`src/rtl/writeback_arbiter.sv`:
```
// rtl/writeback_arbiter.sv - merges ALU and long-latency results onto one RegFile write port
module writeback_arbiter #(
    parameter int DEPTH        = 4,
    parameter int STARVE_LIMIT = 8
) (
    input  logic        clk,
    input  logic        rst,
    input  logic        alu_valid,
    input  logic [4:0]  alu_wa,
    input  logic [31:0] alu_wd,
    output logic        alu_stall,
    input  logic        ext_valid,
    output logic        ext_ready,
    input  logic [4:0]  ext_wa,
    input  logic [31:0] ext_wd,
    output logic        we,
    output logic [4:0]  wa,
    output logic [31:0] wd
);

    localparam int PW = $clog2(DEPTH);
    localparam int CW = $clog2(DEPTH) + 1;
    localparam int SW = $clog2(STARVE_LIMIT + 1);
    localparam logic [CW-1:0] DEPTH_C = CW'(DEPTH);
    localparam logic [SW-1:0] LIMIT_C = SW'(STARVE_LIMIT);

    logic [4:0]    wa_mem   [DEPTH];
    logic [31:0]   wd_mem   [DEPTH];
    logic [DEPTH-1:0] kill_mem;
    logic [PW-1:0] wr_ptr;
    logic [PW-1:0] rd_ptr;
    logic [CW-1:0] count;
    logic [SW-1:0] starve;

    logic fifo_empty;
    logic grant_alu;
    logic grant_fifo;
    logic push;
    logic push_kill;
    logic kill_en;
    logic [SW-1:0] starve_inc;

    // Grant decision and FIFO handshake; ext_ready uses registered occupancy only
    always_comb begin
        fifo_empty = (count == '0);
        ext_ready  = !rst && (count < DEPTH_C);
        grant_alu  = !alu_stall && alu_valid;
        grant_fifo = !grant_alu && !fifo_empty;
        push       = ext_valid && ext_ready && (ext_wa != 5'd0);
        kill_en    = grant_alu && (alu_wa != 5'd0);
        push_kill  = kill_en && (ext_wa == alu_wa);
        starve_inc = starve + 1'b1;
    end

    // FIFO payload storage; contents are don't-care until pushed
    always_ff @(posedge clk) begin
        if (push) begin
            wa_mem[wr_ptr] <= ext_wa;
            wd_mem[wr_ptr] <= ext_wd;
        end
    end

    // FIFO control, WAW kill flags, starvation tracking and registered write port
    always_ff @(posedge clk) begin
        if (rst) begin
            kill_mem  <= '0;
            wr_ptr    <= '0;
            rd_ptr    <= '0;
            count     <= '0;
            starve    <= '0;
            alu_stall <= 1'b0;
            we        <= 1'b0;
            wa        <= 5'd0;
            wd        <= 32'd0;
        end else begin
            // A younger ALU write to the same register makes queued results dead
            for (int i = 0; i < DEPTH; i++) begin
                if (kill_en && (wa_mem[i] == alu_wa)) begin
                    kill_mem[i] <= 1'b1;
                end
            end
            if (push) begin
                kill_mem[wr_ptr] <= push_kill;
                wr_ptr           <= wr_ptr + 1'b1;
            end
            if (grant_fifo) begin
                rd_ptr <= rd_ptr + 1'b1;
            end
            if (push && !grant_fifo) begin
                count <= count + 1'b1;
            end else if (!push && grant_fifo) begin
                count <= count - 1'b1;
            end

            // Head loses to ALU: count; a pop or an empty FIFO restarts the count
            alu_stall <= 1'b0;
            if (grant_alu && !fifo_empty) begin
                if (starve_inc == LIMIT_C) begin
                    starve    <= '0;
                    alu_stall <= 1'b1;
                end else begin
                    starve <= starve_inc;
                end
            end else begin
                starve <= '0;
            end

            // Write port: killed heads and r0 writes consume the slot without writing
            we <= 1'b0;
            if (grant_alu) begin
                if (alu_wa != 5'd0) begin
                    we <= 1'b1;
                    wa <= alu_wa;
                    wd <= alu_wd;
                end
            end else if (grant_fifo) begin
                if (!kill_mem[rd_ptr]) begin
                    we <= 1'b1;
                    wa <= wa_mem[rd_ptr];
                    wd <= wd_mem[rd_ptr];
                end
            end
        end
    end

endmodule

```
`config.mk`:
```
export PLATFORM = sky130hd
export DESIGN_NAME = writeback_arbiter
export DESIGN_NICKNAME = d
export VERILOG_FILES = /design/src/rtl/writeback_arbiter.sv
export SDC_FILE = /design/constraint.sdc
export NUM_CORES = 1
export LEC_CHECK = 0
export CORE_MARGIN = 2
export CORE_UTILIZATION = 50
export DETAILED_ROUTE_END_ITERATION = 10
export PLACE_DENSITY = 0.74
export SYNTH_ARGS = -nofsm -noshare
export SYNTH_HDL_FRONTEND = slang
export SYNTH_SLANG_ARGS = --single-unit
```
`constraint.sdc`:
```
create_clock -name clk -period 2.7 [get_ports clk]
set_clock_uncertainty 0.1 [all_clocks]
set_input_delay 0.54 -clock clk [delete_from_list [all_inputs] [get_ports clk]]
set_output_delay 0.54 -clock clk [all_outputs]
set_load 0.02 [all_outputs]
```
==> flow_summary.toml <==
[synthesis]
synth_area_per_cell_um2 = 14.5
yosys_warnings = 0
synth.net_count = 661
seq_area_frac_synth_pct = 66.4
ys_seq_elements = 204
ys_types = 38
synthesis.area_um2 = 8380
syn_inst = 576

[routing]
drt_wl_total_um = 18700
drc_errors = 0
drtIter0Drc = 496
wl_per_cell_um = 19.8
dr_total_vias = 5320
via_per_inst = 5.64
firstDrtPassIters = 5
ant_nets = 0

[worst_setup_path]
r2r-end = "count[2]"
cp_max_fo = 2
cp-startpoint = "ext_wa[1]"
worstPathArrival_ps = 2770
rr_startpoint = "count[2]"
worst-r2r-setup-slack_ps = 430
reg2reg_depth = 8
worst_setup_path_end_kind = "register"
endpoint = "count[2]"
critPathKind = "primary input to register"
startpoint_type = "primary input"
critical_path_required_ps = 3010

[floorplan]
die_w_um = 133
placement_rows = 47
core-area_um2 = 16500
die-area_um2 = 17800
die_h_um = 133
initial_utilization_pct = 50.9
pin_count = 118

[cts]
cts_made_buffers = 22
clk_pin_slew_ps = 60
cts.sinks = 204
clk_latency_ps = 500
post_cts_buffers = 0
cts_resized = 0
clk_path_buf_depth = 3
tritoncts = "done"
cts_hold_buf = 0
cts-root-buf = "clkbuf_16"
cts_max_level = 1

[timing]
drv_slew = 0
min_period_ps = 2450
rsz0062_at_grt = "no"
worstMarginPinSlew_ps = 618
hold_viol = 0
setup_viol = 0
max-slew-margin-rel_pct = 58.8
finalWorstSetupSlack_ps = 248
fmax_mhz = 408
post-route-period-util_pct = 90.8

[pwr]
power_density_nw_per_um2 = 819
vdd_drop_max_mv = 0.570
p_leak_nw = 3.72

[placed_design]
dpl_worst_slack_ps = -258
dp.cells = 904
finalWeightedCongestion = 0.873
hpwl_um = 12100
port_buffers = 117

[hold_path]
hold_class = "register to register"

[layout]
multi_input_area_um2 = 2600
layout.cells.non_filler = 943
diodes = 0
regArea_um2 = 5570
drive_gt1_share_pct = 15.8
layout.nets = 793
syn2layout_area_growth_pct = 27.8
nFillCells = 1154

[global_route]
track_usage_pct = 20.9
grt_pass1_vias = 5349
grt_pass1_wl_um = 29100
grt_max_degree = 54
antenna_found_initial = 1
grt_remaining_overflow = 0

[status]
status = "complete, no violations"

[job]
drv_cap = 0
## report_power, final
group / total, W / internal [W] / switching [W] / leakage [nW]
clock network: 0.00298 / 0.00183 / 0.00115 / 0.360
logic: 0.00203 / 0.00102 / 0.00101 / 1.55
registers: 0.00376 / 0.00361 / 0.000150 / 1.80
## critical path, stage by stage
cell,delay [ps]
clkdlybuf4s50_1,410
or4_1,590
o211a_1,260
ha_1,200
inv_1,70
fa_1,170
xor2_1,70
or3_1,300
a21oi_1,140
## per-stage QoR
| stage | area, um2 | util [%] | hold slack (ps) | power (W) | setup TNS, ps |
|---|---|---|---|---|---|
| after floorplan | 8380 | - | 335 | 0.00518 | 0 |
| after global placement | 9980 | 60.6 | 342 | 0.00580 | -4820 |
| after detailed placement | 9980 | 60.6 | 357 | 0.00586 | -7070 |
| after CTS | 10700 | 65.0 | 362 | 0.00884 | 0 |
| after global routing | 10700 | 65.0 | 387 | 0.00913 | 0 |
| final | 10700 | 65.0 | 361 | 0.00877 | 0 |
## Yosys cell counts (all sizes together)
master,instances,area share (%)
o21a,1,0.090
and3,1,0.075
a31oi,4,0.30
nor3,7,0.42
inv,7,0.31
a211oi,4,0.36
and3b,1,0.10
ha,6,0.90
o21ai,2,0.12
edfxtp,148,53
xnor2,10,1.0
mux4,38,10
dfxtp,56,13
a21oi,39,2.3
nand2,76,3.4
nand2b,1,0.075
mux2i,2,0.24
clkbuf,26,1.2
nand3,39,2.3
or4,2,0.18
buf,18,1.4
o2111ai,4,0.42
o211a,1,0.12
o211ai,1,0.090
xor2,22,2.3
a41oi,4,0.42
nor4,2,0.15
a22o,37,3.9
fa,1,0.24
nor2b,1,0.075
or3,3,0.28
a21boi,1,0.090
nor2,11,0.49
## cell usage in the layout, fill, tap and decap left out, drive strengths merged, types with 2 or more instances in the layout
cell type      count
a21oi             39
o2111ai            4
inv                5
clkdlybuf4s50    116
nand3             39
or3                3
or4                2
nor3               7
a211oi             4
mux2i              2
nand2             76
dfxtp             56
mux4              38
ha                 6
edfxtp           148
a41oi              4
clkbuf            32
clkinv             7
buf               36
o21ai              2
nor4               2
xnor2             10
xor2              22
a31oi              4
a22o              37
bufinv             2
nor2              11
## per-layer routing
layer,GRT usage [%],share of wire [%],vias up
met5,0,0.096,-
met3,3.92,5.4,34
met1,27.2,42,2662
met4,5.97,2.4,2
met2,36.2,50,163
li1,-,-,2459
## cells by family (layout without fill, tap and decap cells)
| logic type | count (synthesis) | after routing | synth area share (%) |
|---|---|---|---|
| AO/OA/AOI/OAI | 98 | 98 | 8.20 |
| XOR/XNOR | 32 | 32 | 3.34 |
| adder cells (fa/ha/maj) | 7 | 7 | 1.13 |
| buffers and inverters | 51 | 198 | 2.88 |
| flip-flops | 204 | 204 | 66.4 |
| multiplexers | 40 | 40 | 10.5 |
| AND/OR/NAND/NOR | 144 | 144 | 7.58 |
## worst min path at each step
stage	from	end	slack (ps)	cells past startpoint
6_report	wd[22]	wd[22]	360	2
5_1_grt	wd[7]	wd[7]	390	2
4_1_cts	wd[22]	wd[22]	360	2
3_5_place_dp	wd[22]	wd[22]	360	2
3_3_place_gp	starve[0]	starve[0]	340	1
2_1_floorplan	starve[0]	starve[0]	340	1
## sequential cells by signal, summed over array words and instances (netlist names), named ones only
signal     count
kill_mem       4
wa_mem        20
wa             5
starve         4
wr_ptr         2
wd            32
rd_ptr         2
count          3
alu_stall      1
wd_mem       128
we             1
## area by class of cell
type                            instances  area share, %
Sequential cell                       204           52.0
Multi-Input combinational cell        321           24.3
Timing Repair Buffer                  152           14.2
Clock buffer                           32           5.97
Tap cell                              220           2.57
Clock inverter                          7          0.795
Inverter                                7          0.245
No activity file was read; power rests on OpenSTA's default activity.
==> edit 1, RTL diff (same settings) <==
Change the parameter `DEPTH` from 4 to 2.
--- a/src/rtl/writeback_arbiter.sv
+++ b/src/rtl/writeback_arbiter.sv
@@ -1,5 +1,5 @@
 // rtl/writeback_arbiter.sv - merges ALU and long-latency results onto one RegFile write port
 module writeback_arbiter #(
-    parameter int DEPTH        = 4,
+    parameter int DEPTH        = 2,
     parameter int STARVE_LIMIT = 8
 ) (
Behaviour: not the same (Yosys sat finds a counterexample within 4 cycles, from zero or initial values and one cycle with rst high).
==> edit 1 against the unedited design <==
Setup slack worse by 0.039 ns. Sequential power down 37%. Area after synthesis down 38%. Sequential cell count down 80. Largest cell class unchanged. Wire length down 35%. Total power down 32%. Combinational power down 26%. Critical path type is now flip-flop to primary output. Final area down 33%.
==> edit 1: results <==
[yosys]
postSynth.asyncResetShare = 0
synth_edf_count = 74
synth_warnings = 0
synthTopCellsByCount = 74 x edfxtp_1, 50 x dfxtp_1, 41 x a21oi_1, 41 x nand3_1, 40 x nand2_1
synth-seq-area-share = 0.624
synth_cell_types = 37
synth_area_leaders = edfxtp_1 43%, dfxtp_1 19%, mux2i_1 7.4%
syn-num-nets = 496

[setup_path]
critPathSlowestCell = clkdlybuf4s50_1
timing.rr.end = count[1]
startpoint_type = flip-flop
reg2reg_depth = 6
worst_ep_arrival_time_ns = 1.85
critPathMaxFanout = 6
worstReg2RegStart = count[1]
path_delay_family = buffers and inverters
r2r_setup_slack_ns = 0.89
max_stage_delay_ns = 0.69

[cts]
cts_setup_buffers = 0
cts_max_level = 4
cts_resized = 0
clockBufferDepth = 2
cts-root-buf = clkbuf_8
clk_pin_slew_ns = 0.06
cts-buffers-inserted = 17
clock_latency_ns = 0.52

[placed_design]
place_ws_ns = -0.0890
gp_congestion = 0.826
portBuffers = 117
dpl.hpwl_um = 8150
post_dp_cell_area_um2 = 6610

[layout]
finalNetCount = 631
drive_gt1_frac = 0.138
antenna_cells = 0
reg_top3 = wd_mem (64), wd (32), wa_mem (10)

[outcome]
status = complete, no violations

[routing]
postRouteWirelength_um = 12100
drtIter0Drc = 236
drt_pass1_iterations = 5
num_vias = 3853

[timing]
tightestPinTransition_ns = 0.545
holdWs_ns = 0.360

[min_path]
whs_path_depth = 2
hold_end = wd[17]
holdCritStartpoint = wd[17]
hold_class = flip-flop to flip-flop

[global_routing]
grt_pass1_vias = 3924
grt_pass1_wl_um = 19300
grt_use_total = 0.228
antenna_found_initial = 0
grt_max_degree = 48
grt_overflow_total = 0

[power]
p_clk_frac = 0.357
ir_drop_v = 0.000411
swShare = 0.292
power_leakage_nw = 2.44
-- edit 1: final cells by class --
type | instances | area [um^2]
multi-input cells | 253 | 1750
clock buffers | 18 | 418
well taps | 136 | 170
flip-flops and latches | 124 | 3220
fillers | 748 | 3000
repair buffers | 150 | 1450
inverters | 5 | 18.8
clock inverters | 14 | 150
-- edit 1: stage by stage --
| stage | std cells | total power, mW | util |
|---|---|---|---|
| detailed placement | 668 | 3.89 | 0.649 |
| CTS | 700 | 6.03 | 0.705 |
| finish | 700 | 5.99 | 0.705 |
| floorplan | 416 | 3.27 | - |
| global placement | 668 | 3.85 | 0.649 |
| global route | 700 | 6.25 | 0.705 |
-- edit 1: worst max path at each step --
stage	to	slack, ns	cells after the start
2_1_floorplan	kill_mem[1]	0.13	4
3_3_place_gp	count[1]	-0.06	7
3_5_place_dp	count[1]	-0.09	7
4_1_cts	ext_ready	0.20	2
5_1_grt	ext_ready	0.15	2
6_report	ext_ready	0.21	2
-- edit 1: worst min-delay path: cells and delay by family, from the launching register on --
family	cells	cell delay (ns)
compound gates	1	0.05
flops	1	0.30
simple gates	1	0.06
-- edit 1: per-layer routing --
metal	part of all wire	wire length (um)	GRT usage
met4	0.020	244	0.106
met1	0.41	4910	0.278
met3	0.051	621	0.0606
met2	0.52	6320	0.377
met5	0	0	0
-- edit 1: cells by family after synthesis --
group	synth area share
flops	0.624
buf+inv	0.0390
simple gates	0.0948
fa+ha+maj	0.00485
mux	0.0737
xor+xnor	0.0339
compound gates	0.129
-- edit 1: power by group through the flow --
stage / Sequential, mW / Clock, mW / Combinational (mW)
4_1_cts: 2.36 / 2.17 / 1.51
5_1_grt: 2.38 / 2.26 / 1.61
6_report: 2.36 / 2.14 / 1.50
2_1_floorplan: 2.47 / 0 / 0.797
3_3_place_gp: 2.38 / 0 / 1.47
3_5_place_dp: 2.39 / 0 / 1.50
==> edit 2, RTL diff (config.mk and constraints unchanged) <==
Made on the original files. Make the reset (`rst`) asynchronous in one clocked block.
--- a/src/rtl/writeback_arbiter.sv
+++ b/src/rtl/writeback_arbiter.sv
@@ -62,5 +62,5 @@
 
     // FIFO control, WAW kill flags, starvation tracking and registered write port
-    always_ff @(posedge clk) begin
+    always_ff @(posedge clk or posedge rst) begin
         if (rst) begin
             kill_mem  <= '0;
Function: differs if rst is asserted again (counterexample within 4 cycles, from zero or initial values and one cycle with rst high); with rst held inactive, the same outputs for 4 cycles.
==> edit 2 against the unedited design <==
Register-to-register slack got worse by 0.04 ns. Setup slack worse by 0.12 ns. Sequential cell count fell by 2. Combinational power increased by 64%. Area after synthesis rose by 0.34%. Synthesized cell count fell by 12%. Sequential power grew 14%. Wire length is 7.8% lower. Fmax shrank 4.6%. First-iteration DRC count shrank 36%. Total power increased by 18%. Non-clock buffer count grew 1. Final area is 0.98% higher.
==> edit 2: results <==
[outcome]
status = complete, no violations

[global_routing]
antenna_found_initial = 0
grt_pass1_wl_um = 27200
grt_use_total = 0.197
grt_pass1_vias = 5127
grt_max_degree = 34

[min_path]
hold_class = input port to async pin

[layout]
finalNetCount = 744
drive_gt1_frac = 0.227
layout.cells.non_filler = 894

[yosys]
synthTopCellsByCount = 148 x edfxtp_1, 115 x nand2_1, 54 x dfrtp_1
syn_inst = 506
synth_cell_types = 35
synth_area_leaders = edfxtp_1 53%, dfrtp_1 16%, mux4_2 10%
synth_warnings = 0
synth-seq-area-share = 0.689
postSynth.asyncResetShare = 0.267
syn-num-nets = 592

[placed_design]
dpl.cell_count = 854
gp_congestion = 0.801
dpl.hpwl_um = 11600
place_ws_ns = -0.393

[power]
power_leakage_nw = 4.08
p_int_mw = 7.37
ir_drop_v = 0.000587

[routing]
routed_via_density = 5.30
drtIter0Drc = 315
drt_pass1_iterations = 4
wl_per_cell_um = 19.3

[timing]
relSlewSlack = 0.653

[setup_path]
critPathMaxFanout = 2
worst_ep_arrival_time_ns = 2.85
==> edit 2: cell count changes after synthesis, sizes merged, moves of 5 or more <==
cell / change
a21oi: -38
nand3: -37
xnor2: +5
nand2: +39
dfxtp: -56
dfrtp: +54
nor2: -6
clkbuf: -18
mux2: +38
a22o: -37
==> edit 2: worst paths after layout <==
kind | from | end | slack, ns | cells after the start
worst max-delay path | ext_wa[1] | count[1] | 0.13 | 7
worst min-delay path | rst | count[1] | 0.35 | 2
worst max register to register | count[0] | count[2] | 0.39 | 8
worst min register to register | count[2] | count[2] | 0.40 | 1
max in group asynchronous | rst | rd_ptr[0] | 1.56 | 3
min in group clk | count[2] | count[2] | 0.40 | 1
==> edit 2: power groups by stage <==
stage          registers [mW]  logic [mW]  clock network [mW]
5_1_grt                  4.34        3.55                2.95
6_report                 4.28        3.32                2.77
2_1_floorplan            4.55        1.80                   0
3_3_place_gp             4.30        3.26                   0
4_1_cts                  4.28        3.36                2.83
3_5_place_dp             4.34        3.34                   0
==> edit 2: layout make-up <==
cell class | count | area (um^2)
Inverter | 5 | 18.8
Timing Repair Buffer | 153 | 1570
Clock buffer | 24 | 568
Fill cell | 1137 | 5710
Tap cell | 220 | 275
Multi-Input combinational cell | 274 | 2470
Clock inverter | 16 | 113
Sequential cell | 202 | 5800
==> edit 2: per-layer routing <==
layer | wire, um | GRT usage | vias up | share of wire
met5 | 0 | 0 | - | 0
met4 | 459 | 0.0686 | 0 | 0.027
met3 | 852 | 0.0361 | 35 | 0.049
met2 | 8860 | 0.342 | 145 | 0.51
met1 | 7070 | 0.251 | 2384 | 0.41
li1 | - | - | 2170 | -
==> edit 2: stage by stage <==
stage / hold slack, ns / cell area [um^2]
after floorplan: 0.356 / 8410
after global placement: 0.383 / 10100
after detailed placement: 0.387 / 10100
after CTS: 0.351 / 10800
after global routing: 0.398 / 10800
final: 0.349 / 10800
==> edit 2: cells by family (layout without fill, tap and decap cells) <==
family	after synthesis	in the layout	synth area share
AO/OA/AOI/OAI	11	11	0.0104
XOR/XNOR	33	33	0.0344
adder cells (fa/ha/maj)	8	8	0.0128
buffers and inverters	30	198	0.0184
flip-flops	202	202	0.689
multiplexers	80	80	0.166
AND/OR/NAND/NOR	142	142	0.0689
==> edit 2: critical path: stages <==
cell and delay, ns:
clkdlybuf4s50_1 0.46, or4_1 0.61, o211a_1 0.26, ha_1 0.20, inv_1 0.07, fa_1 0.42
mux2_2 0.28
